### src/rtl/os_checker_multilane.sv
// Multi-lane TS1/TS2 ordered-set qualifier with per-lane consecutive-match counting for the LTSSM.
// Optional OS_CHECKER_ERRCNT_EN adds per-lane saturating non-match counters on err_cnt.
module os_checker_lane #(
  parameter int DEVICETYPE = 0,
  parameter int TARGET_CNT = 8,
  parameter int CNT_W      = 8
) (
  input  logic         clk,
  input  logic         reset,
  input  logic         en,
  input  logic         in_range,
  input  logic         chg,
  input  logic [3:0]   substate,
  input  logic [7:0]   link_number,
  input  logic [7:0]   lane_number,
  input  logic [127:0] os,
  input  logic         valid,
  output logic         done,
  output logic         acc
`ifdef OS_CHECKER_ERRCNT_EN
  , output logic [7:0] err_cnt
`endif
);
  localparam logic [7:0] PAD = 8'hF7;
  localparam logic [7:0] TS1 = 8'h2A;
  localparam logic [7:0] TS2 = 8'h25;

  typedef enum logic [1:0] {IDLE, HUNT, COUNT, DONE} state_e;

  state_e           state_q, state_d;
  logic [CNT_W-1:0] cnt_q, cnt_d;
  logic [7:0]       ref_rate_q, ref_rate_d;
  logic             ref_b42_q, ref_b42_d;
  logic [7:0]       f_link, f_lane, f_rate, f_id;
  logic             f_b42, f_b43;
  logic             link_pad, lane_pad, link_ok, lane_ok, is_ts1, is_ts2;
  logic             match, same_ref;
  logic             unused_os;

  assign f_link    = os[15:8];
  assign f_lane    = os[23:16];
  assign f_rate    = os[39:32];
  assign f_b42     = os[42];
  assign f_b43     = os[43];
  assign f_id      = os[87:80];
  assign unused_os = ^{os[127:88], os[79:44], os[41:40], os[31:24], os[7:0]};

  assign link_pad = (f_link == PAD);
  assign lane_pad = (f_lane == PAD);
  assign link_ok  = (f_link == link_number);
  assign lane_ok  = (f_lane == lane_number);
  assign is_ts1   = (f_id == TS1);
  assign is_ts2   = (f_id == TS2);
  assign same_ref = (f_rate == ref_rate_q) && (f_b42 == ref_b42_q);

  always_comb begin
    match = 1'b0;
    case (substate)
      4'd2:       match = link_pad && lane_pad && (is_ts2 || (is_ts1 && (!f_b43 || f_b42)));
      4'd3:       match = link_pad && lane_pad && is_ts2;
      4'd4:       match = lane_pad && is_ts1 && ((DEVICETYPE == 0) ? link_ok : !link_pad);
      4'd5:       match = link_ok && !lane_pad && is_ts1;
      4'd6, 4'd7: match = link_ok && lane_ok && ((DEVICETYPE == 0) ? is_ts1 : is_ts2);
      4'd8:       match = link_ok && lane_ok && is_ts2;
      default:    match = 1'b0;
    endcase
  end

  always_comb begin
    state_d    = state_q;
    cnt_d      = cnt_q;
    ref_rate_d = ref_rate_q;
    ref_b42_d  = ref_b42_q;
    acc        = 1'b0;
    if (!en || !in_range) begin
      state_d    = IDLE;
      cnt_d      = '0;
      ref_rate_d = '0;
      ref_b42_d  = 1'b0;
    end else if (chg || state_q == IDLE) begin
      // substate change discards any ordered set presented this cycle
      state_d    = HUNT;
      cnt_d      = '0;
      ref_rate_d = '0;
      ref_b42_d  = 1'b0;
    end else begin
      case (state_q)
        HUNT: if (valid && match) begin
          acc        = 1'b1;
          state_d    = COUNT;
          cnt_d      = CNT_W'(1);
          ref_rate_d = f_rate;
          ref_b42_d  = f_b42;
        end
        COUNT: if (valid) begin
          if (match) begin
            acc        = 1'b1;
            ref_rate_d = f_rate;
            ref_b42_d  = f_b42;
            // cfgComplete inconsistency restarts the run with this set as the new reference
            if (substate == 4'd8 && !same_ref) begin
              cnt_d = CNT_W'(1);
            end else begin
              cnt_d = cnt_q + CNT_W'(1);
              if (cnt_q + CNT_W'(1) == CNT_W'(TARGET_CNT)) state_d = DONE;
            end
          end else begin
            state_d = HUNT;
            cnt_d   = '0;
          end
        end
        default: ;
      endcase
    end
  end

  always_ff @(posedge clk) begin
    if (!reset) begin
      state_q    <= IDLE;
      cnt_q      <= '0;
      ref_rate_q <= '0;
      ref_b42_q  <= 1'b0;
    end else begin
      state_q    <= state_d;
      cnt_q      <= cnt_d;
      ref_rate_q <= ref_rate_d;
      ref_b42_q  <= ref_b42_d;
    end
  end

  assign done = (state_q == DONE);

`ifdef OS_CHECKER_ERRCNT_EN
  logic [7:0] err_q, err_d;

  always_comb begin
    err_d = err_q;
    if (chg) begin
      err_d = '0;
    end else if (en && valid && !match && (state_q == HUNT || state_q == COUNT) && err_q != 8'hFF) begin
      err_d = err_q + 8'd1;
    end
  end

  always_ff @(posedge clk) begin
    if (!reset) err_q <= '0;
    else        err_q <= err_d;
  end

  assign err_cnt = err_q;
`endif
endmodule

module os_checker_multilane #(
  parameter int LANES      = 4,
  parameter int DEVICETYPE = 0,
  parameter int TARGET_CNT = 8,
  parameter int CNT_W      = 8
) (
  input  logic                 clk,
  input  logic                 reset,
  input  logic [3:0]           substate,
  input  logic [7:0]           link_number,
  input  logic [8*LANES-1:0]   lane_number,
  input  logic [LANES-1:0]     lane_en,
  input  logic [128*LANES-1:0] orderedset,
  input  logic [LANES-1:0]     valid,
  output logic [LANES-1:0]     lane_done,
  output logic                 all_done,
  output logic [7:0]           rateid,
  output logic                 upconfigure_capability
`ifdef OS_CHECKER_ERRCNT_EN
  , output logic [8*LANES-1:0] err_cnt
`endif
);
  logic [3:0]       substate_q;
  logic             all_done_q, all_done_d;
  logic [7:0]       rateid_q, rateid_d;
  logic             upcfg_q, upcfg_d;
  logic             in_range, chg, found;
  logic [LANES-1:0] done_w, acc_w;

  assign in_range = (substate >= 4'd2) && (substate <= 4'd8);
  assign chg      = (substate != substate_q);

  for (genvar i = 0; i < LANES; i++) begin : g_lane
    os_checker_lane #(
      .DEVICETYPE(DEVICETYPE),
      .TARGET_CNT(TARGET_CNT),
      .CNT_W     (CNT_W)
    ) u_lane (
      .clk        (clk),
      .reset      (reset),
      .en         (lane_en[i]),
      .in_range   (in_range),
      .chg        (chg),
      .substate   (substate),
      .link_number(link_number),
      .lane_number(lane_number[8*i +: 8]),
      .os         (orderedset[128*i +: 128]),
      .valid      (valid[i]),
      .done       (done_w[i]),
      .acc        (acc_w[i])
`ifdef OS_CHECKER_ERRCNT_EN
      , .err_cnt  (err_cnt[8*i +: 8])
`endif
    );
  end

  assign all_done_d = (|lane_en) && (&(done_w | ~lane_en));

  // capability fields track only the lowest-index enabled lane
  always_comb begin
    rateid_d = rateid_q;
    upcfg_d  = upcfg_q;
    found    = 1'b0;
    for (int i = 0; i < LANES; i++) begin
      if (!found && lane_en[i]) begin
        found = 1'b1;
        if (acc_w[i]) begin
          rateid_d = orderedset[128*i+32 +: 8];
          upcfg_d  = orderedset[128*i+42];
        end
      end
    end
  end

  always_ff @(posedge clk) begin
    if (!reset) begin
      substate_q <= '0;
      all_done_q <= 1'b0;
      rateid_q   <= '0;
      upcfg_q    <= 1'b0;
    end else begin
      substate_q <= substate;
      all_done_q <= all_done_d;
      rateid_q   <= rateid_d;
      upcfg_q    <= upcfg_d;
    end
  end

  assign lane_done              = done_w;
  assign all_done               = all_done_q;
  assign rateid                 = rateid_q;
  assign upconfigure_capability = upcfg_q;
endmodule

### config.mk
export PLATFORM = sky130hd
export DESIGN_NAME = os_checker_multilane
export DESIGN_NICKNAME = d
export VERILOG_FILES = /design/src/rtl/os_checker_multilane.sv
export SDC_FILE = /design/constraint.sdc
export NUM_CORES = 1
export LEC_CHECK = 0
export ABC_AREA = 1
export BUFFER_PORTS_ARGS = -buffer_cell sky130_fd_sc_hd__clkbuf_2
export CORE_AREA = 2 2 223 225
export CTS_CLUSTER_SIZE = 40
export DETAILED_ROUTE_END_ITERATION = 6
export DIE_AREA = 0 0 225 227
export HOLD_SLACK_MARGIN = 0.08
export PLACE_DENSITY = 0.45
export SYNTH_ARGS = -nofsm -noshare
export SYNTH_HDL_FRONTEND = slang
export SYNTH_SLANG_ARGS = --single-unit
export TNS_END_PERCENT = 20
### constraint.sdc
create_clock -name clk -period 2.4 [get_ports clk]
set_clock_uncertainty 0.05 [all_clocks]
set_input_delay 0.12 -clock clk [delete_from_list [all_inputs] [get_ports clk]]
set_output_delay 0.12 -clock clk [all_outputs]
set_load 0.02 [all_outputs]
* Word-level counts from Yosys, hierarchy flattened *
Index checks and enable logic that the tools add are counted.

word-level totals
  flip-flop bits (word level) = 90
  input bits = 566
  output and inout port bits = 14
  logic and storage cells = 388

cells by class
  add/sub/neg operators = 4
  order comparisons = 2
  eq/ne operators = 92
  mux-type cells = 127
  bitwise operators = 3
  reduce and logical (&&, ||, !) cells = 136

operators with widths
  operator                                              number
  2-to-1 mux 8 bit                                      36
  one-hot mux 8 bit (2 select lines)                    8
  equality test 8 bit                                   12
  equality test 8 x 6 -> 1 bit (second input constant)  8
  equality test 8 bit (second input constant)           8
  logical AND 1 bit                                     61
  2-to-1 mux 1 bit                                      47
  2-to-1 mux 2 bit                                      20
  AND reduction 5 bit                                   8
  adder 8 x 1 -> 8 bit (second input constant)          4
  equality test 8 x 4 -> 1 bit (second input constant)  4
  != test 4 bit (second input constant)                 8
  != test 3 bit (second input constant)                 8
  one-hot mux 1 bit (6 select lines)                    4
  zero test 1 bit                                       20
  AND reduction 4 bit                                   5
  equality test 2 bit (second input constant)           8
  equality test 4 x 3 -> 1 bit (second input constant)  4
  logical OR 1 bit                                      16
  != test 2 x 1 -> 1 bit (second input constant)        8
  one-hot mux 1 bit (2 select lines)                    8
  one-hot mux 2 bit (2 select lines)                    4
  != test 3 x 1 -> 1 bit (second input constant)        4
  != test 3 x 2 -> 1 bit (second input constant)        4
  other kinds (18)                                      47

* Longest topological paths before layout *
  depth after elaboration = 19
  gate-level depth with buffers = 18
  depth with buffers taken out = 17

* By module *
A second synthesis with hierarchy kept.

unflattened totals
  cell total of the unflattened synthesis = 1,300
  area, all modules = 7,847.5 µm²

modules (own cells, without submodules)
  module                                  instances  cells each  area each (µm²)  seq. area each (µm²)
  os_checker_lane (g_lane[2].u_lane ...)  2          264         1,631.6          380.4
  os_checker_lane (g_lane[0].u_lane)      1          329         1,828.0          380.4
  os_checker_lane (g_lane[1].u_lane)      1          288         1,793.0          380.4
  os_checker_multilane                    1          155         963.4            280.3

* Least setup slack after synthesis *
No wires, ideal clock.

  path kind = reg-to-reg
  start point = register g_lane[1].u_lane.state_q[0]
  end point = register upcfg_q (netlist: upconfigure_capability)
  library setup time = 0.070 ns
  data arrival time = 1.709 ns
  required time = 2.280 ns
  setup slack = 0.571 ns
  cell stages (with the launch flop) = 10
  buffers on the path = 0
  period minus slack after synthesis = 1.829 ns
  cell sequence = dfxtp_1 > inv_1 > ha_1 > nor2_1 > nor2_1 > a21boi_4 > nand2_2 > nand3_1 > nand2_1 > a21oi_1

on the way
  word-level cells in the longest chain between the ends = 10
  elaborated cells on any way between the ends = 13
  those cells by class = eq/ne: 2; mux: 9; reduce/logical: 2

RTL lines
  what                                                                           RTL line  text
  start: declaration                                                             30        state_e state_q, state_d;
  start signal: assignment                                                       124       state_q <= state_d;
  equality test 2 bit (tied with other cells)                                    87        case (state_q)
  one-hot mux 1 bit (2 select lines) / logical OR 1 bit (equally long branches)  87, 80
  2-to-1 mux 1 bit *                                                             80        end else if (chg || state_q == IDLE) begin
  2-to-1 mux 1 bit *                                                             75        if (!en || !in_range) begin
  2-to-1 mux 1 bit *                                                             220       if (acc_w[i]) begin
  2-to-1 mux 1 bit *                                                             218       if (!found && lane_en[i]) begin
  2-to-1 mux 1 bit                                                               220
  2-to-1 mux 1 bit *                                                             218
  2-to-1 mux 1 bit                                                               220
  2-to-1 mux 1 bit *                                                             218
  end signal: assignment                                                         238       upcfg_q <= upcfg_d;
  end: declaration                                                               179       logic upcfg_q, upcfg_d;

Mark *: on every way between the ends. The rest lies on a longest branch, timed or not.
A chain may end at the register's enable or synchronous reset.

* Worst setup path after layout *
  start point = register substate_q[0]
  end point = register rateid_q[7] (netlist: rateid[7])

on the way
  word-level cells in the longest chain between the ends = 12
  elaborated cells on any way between the ends = 21
  those cells by class = eq/ne: 1; mux: 16; reduce/logical: 4

RTL lines
  what                      RTL line  text
  start: declaration        176       logic [3:0] substate_q;
  start signal: assignment  235       substate_q <= substate;
  != test 4 bit *           184       assign chg = (substate != substate_q);
  logical OR 1 bit          80
  2-to-1 mux 1 bit          80
  2-to-1 mux 1 bit          75
  2-to-1 mux 8 bit          220
  2-to-1 mux 8 bit          218
  2-to-1 mux 8 bit          220
  2-to-1 mux 8 bit          218
  2-to-1 mux 8 bit          220
  2-to-1 mux 8 bit          218
  2-to-1 mux 8 bit          220
  2-to-1 mux 8 bit *        218
  end signal: assignment    237       rateid_q <= rateid_d;
  end: declaration          178       logic [7:0] rateid_q, rateid_d;

Marks and branches as above.

==> impl_metrics.env <==
export IMPL_async_reset_ff_share_pct=0
export IMPL_std_cell_rows=81
export IMPL_ant_nets=0
export IMPL_overflow=0
export IMPL_area_growth_pct=34.77
export IMPL_swShare_pct=28.65
export IMPL_pre_cts_ws_ns=0.04621
export IMPL_synth_nets=1827
export IMPL_hpwl_mm=24.92
export IMPL_placed_cell_area_um2=9469
export IMPL_dr_pass1_iters=5
export IMPL_holdCritPathClass="in -> reg"
export IMPL_hold_violations=0
export IMPL_maxCapViolCount=0
export IMPL_synth_seq_cells=90
export IMPL_critPathRequiredTime_ns=2.64
export IMPL_p_sw_mw=1.054
export IMPL_p_seq_share_pct=40.9
export IMPL_routed_wl_mm=29.11
export IMPL_fmax_mhz=488.4
export IMPL_drt_initial_drc_count=417
export IMPL_ys_flop_type="dfxtp_1"
export IMPL_ys_seq_area_share_pct=23.99
export IMPL_yosysWarnings=0
export IMPL_syn_mean_instance_area_um2=6.052
export IMPL_place_gp_congestion=0.8154
export IMPL_final_cells=2134
export IMPL_p_clk_share_pct=40.6
export IMPL_vias_per_cell=3.940
export IMPL_start_util_pct=15.47
export IMPL_crit_arrival_ns=2.29
export IMPL_cts_buffer_depth=2
export IMPL_post_cts_buffers=0
export IMPL_final_cell_area_um2=10120
export IMPL_grt_pass1_vias=8001
export IMPL_final_common_cell="nand2_1"
export IMPL_power_mw=3.677
export IMPL_synth_top_cell_by_area="dfxtp_1"
export IMPL_finalSetupTns_ns=0
export IMPL_io_buffers=203
export IMPL_slew_violations=0
export IMPL_yosysTopAreaCellShare_pct=23.99
export IMPL_intPower_mw=2.623
export IMPL_cts_root_buf="clkbuf_16"
export IMPL_core_um2=48550
export IMPL_synthCells=1241
export IMPL_grt_pass1_wl_mm=44.45
export IMPL_cts_repair_resized=0
export IMPL_crit_chain="xnor2_1 > nand4_1 > buf_4 > or2_2 > nor3_4 > buf_4 > nand4_1 > nand3_1 > nand2_1 > a21oi_1"
export IMPL_floorplan_die_area_um2=51080
export IMPL_p_per_area_nw_per_um2=363.2
export IMPL_ys_types=44
export IMPL_grt_setup_unrepaired="false"
export IMPL_vias=8407
export IMPL_period_share_pct=85.31
export IMPL_max_slew_margin_pct=71.75
export IMPL_worst_slew_pin_transition_ns=0.4210
export IMPL_antenna_found_initial=19
export IMPL_worst_setup_path_start_kind="flop"
export IMPL_dr_wl_met3_mm=1.821
export IMPL_wl_met2_mm=13.15
export IMPL_vdd_drop_max_v=0.0002457
export IMPL_drc_errors=0
export IMPL_clock_sinks=90
export IMPL_tritoncts="built"
export IMPL_synth_area_leaders="dfxtp_1 24%, nand2_1 15%, nor2_1 9.7%"
export IMPL_grt_usage_pct=11.42
export IMPL_drive_gt1_share_pct=20.52
export IMPL_period_minus_slack_ns=2.047
export IMPL_ios=580
export IMPL_grt_max_degree=19
export IMPL_worstSetupEndpointType="flop"
export IMPL_fin_nets=2088
export IMPL_hold_slack_ns=0.09579
export IMPL_clk_pin_slew_ns=0.07
export IMPL_wl_met1_mm=13.44
export IMPL_cts_buffers=9
export IMPL_die_h_um=227
export IMPL_critPathKind="reg -> reg"
export IMPL_leakage_nw=4.774
export IMPL_critPathMaxFanout=6
export IMPL_wl_per_cell_um=13.64
export IMPL_setup_viol=0
export IMPL_setup_ws_ns=0.3525
export IMPL_slowest_stage="dfxtp_1"
export IMPL_final_cell_mix="292 x nand2_1, 203 x clkbuf_2, 194 x nor2_1"
export IMPL_cpPeakStageDelay_ns=0.33
export IMPL_crit_family="simple AND/OR/NAND/NOR gates"
export IMPL_die_w_um=225
export IMPL_cts_max_level=3
export IMPL_highest_layer="met5"
export IMPL_clk_latency_ns=0.36
export IMPL_synth_area_um2=7511
export IMPL_power_frac_comb_pct=18.5
export IMPL_final_util_pct=20.85
export IMPL_synth_edf_count=0
export IMPL_placed_cells=2079
export IMPL_path_buf_inv=2
export IMPL_status="finished, final reports clean"
-- routing by layer --
metal	global-route usage [%]	vias up
li1	-	4465
met2	18.65	135
met1	14.25	3741
met4	2.799	24
met3	4.156	42
met5	0	-
-- timing repair --
action	in CTS	in global routing
hold endpoints to repair	41	0
setup endpoints to repair	0	0
hold buffers	34	0
-- path summary, 6_finish.rpt --
check	endpoint	from	depth (start not counted)	slack, ns
hold / removal	upconfigure_capability$_SDFF_PN0_	orderedset[426]	3	0.1
setup / recovery	rateid[7]$_SDFF_PN0_	substate_q[0]$_SDFF_PN0_	10	0.35
setup reg to reg	rateid[7]$_SDFF_PN0_	substate_q[0]$_SDFF_PN0_	10	0.35
hold reg to reg	g_lane[0].u_lane.cnt_q[1]$_SDFFE_PP0P_	g_lane[0].u_lane.cnt_q[1]$_SDFFE_PP0P_	2	0.42
-- kinds of logic after synthesis --
group / Yosys count / share of synthesized area, %
flip-flops: 90 / 23.99
XOR/XNOR: 87 / 10.14
buffers and inverters: 210 / 11.18
adder cells (fa/ha/maj): 20 / 3.332
AO/OA/AOI/OAI: 159 / 11.63
AND/OR/NAND/NOR: 675 / 39.73
-- sequential cells by signal, indices dropped and copies added (netlist names) --
name                      cells
rateid                        8
substate_q                    4
g_lane.u_lane.cnt_q          32
all_done                      1
g_lane.u_lane.state_q         8
g_lane.u_lane.ref_b42_q       4
g_lane.u_lane.ref_rate_q     32
upconfigure_capability        1
-- area by class of cell --
class	instances	area [um2]
fill	5464	38420
multi-input combinational	941	4870
sequential	90	1802
timing repair buffer	271	1649
tap	622	778.2
inverter	189	710.7
clock buffer	9	225.2
clock inverter	6	72.57
antenna	6	15.01
-- Yosys cell counts (2+ instances only) --
master,number
o21bai_1,3
buf_2,8
nor3_2,2
a211oi_1,2
nand3_2,3
xor2_1,43
nand4_1,39
nand3_1,77
o211a_1,4
nand2_1,292
buf_4,6
nor2_4,5
o21ai_0,41
nor3_1,21
a21oi_1,54
inv_1,173
nand3_4,2
a31oi_1,2
clkbuf_1,3
a21boi_4,2
buf_6,2
nand3b_1,4
dfxtp_1,90
nand2b_1,2
o22ai_1,3
nor3b_1,2
nor4_1,2
inv_2,15
nand2_2,9
ha_1,20
o21ai_1,47
or2_2,7
and2_1,2
nand2_4,2
xnor2_1,44
nor2_2,6
clkbuf_2,2
nor2_1,194
-- power by group through the flow --
stage / clock [mW] / combinational, mW / sequential (mW)
after detailed placement: 0 / 0.639 / 1.54
final: 1.49 / 0.682 / 1.50
after CTS: 1.55 / 0.692 / 1.50
after floorplan: 0 / 0.312 / 1.54
after global routing: 1.61 / 0.771 / 1.50
after global placement: 0 / 0.634 / 1.54
-- worst register-to-register path, cell delays in order (launching register included) --
cell	delay, ns
dfxtp_1	0.33
xnor2_1	0.12
nand4_1	0.11
buf_4	0.17
or2_2	0.33
nor3_4	0.26
buf_4	0.20
nand4_1	0.14
nand3_1	0.12
nand2_1	0.06
a21oi_1	0.10
Power figures use the tool's default switching activity.
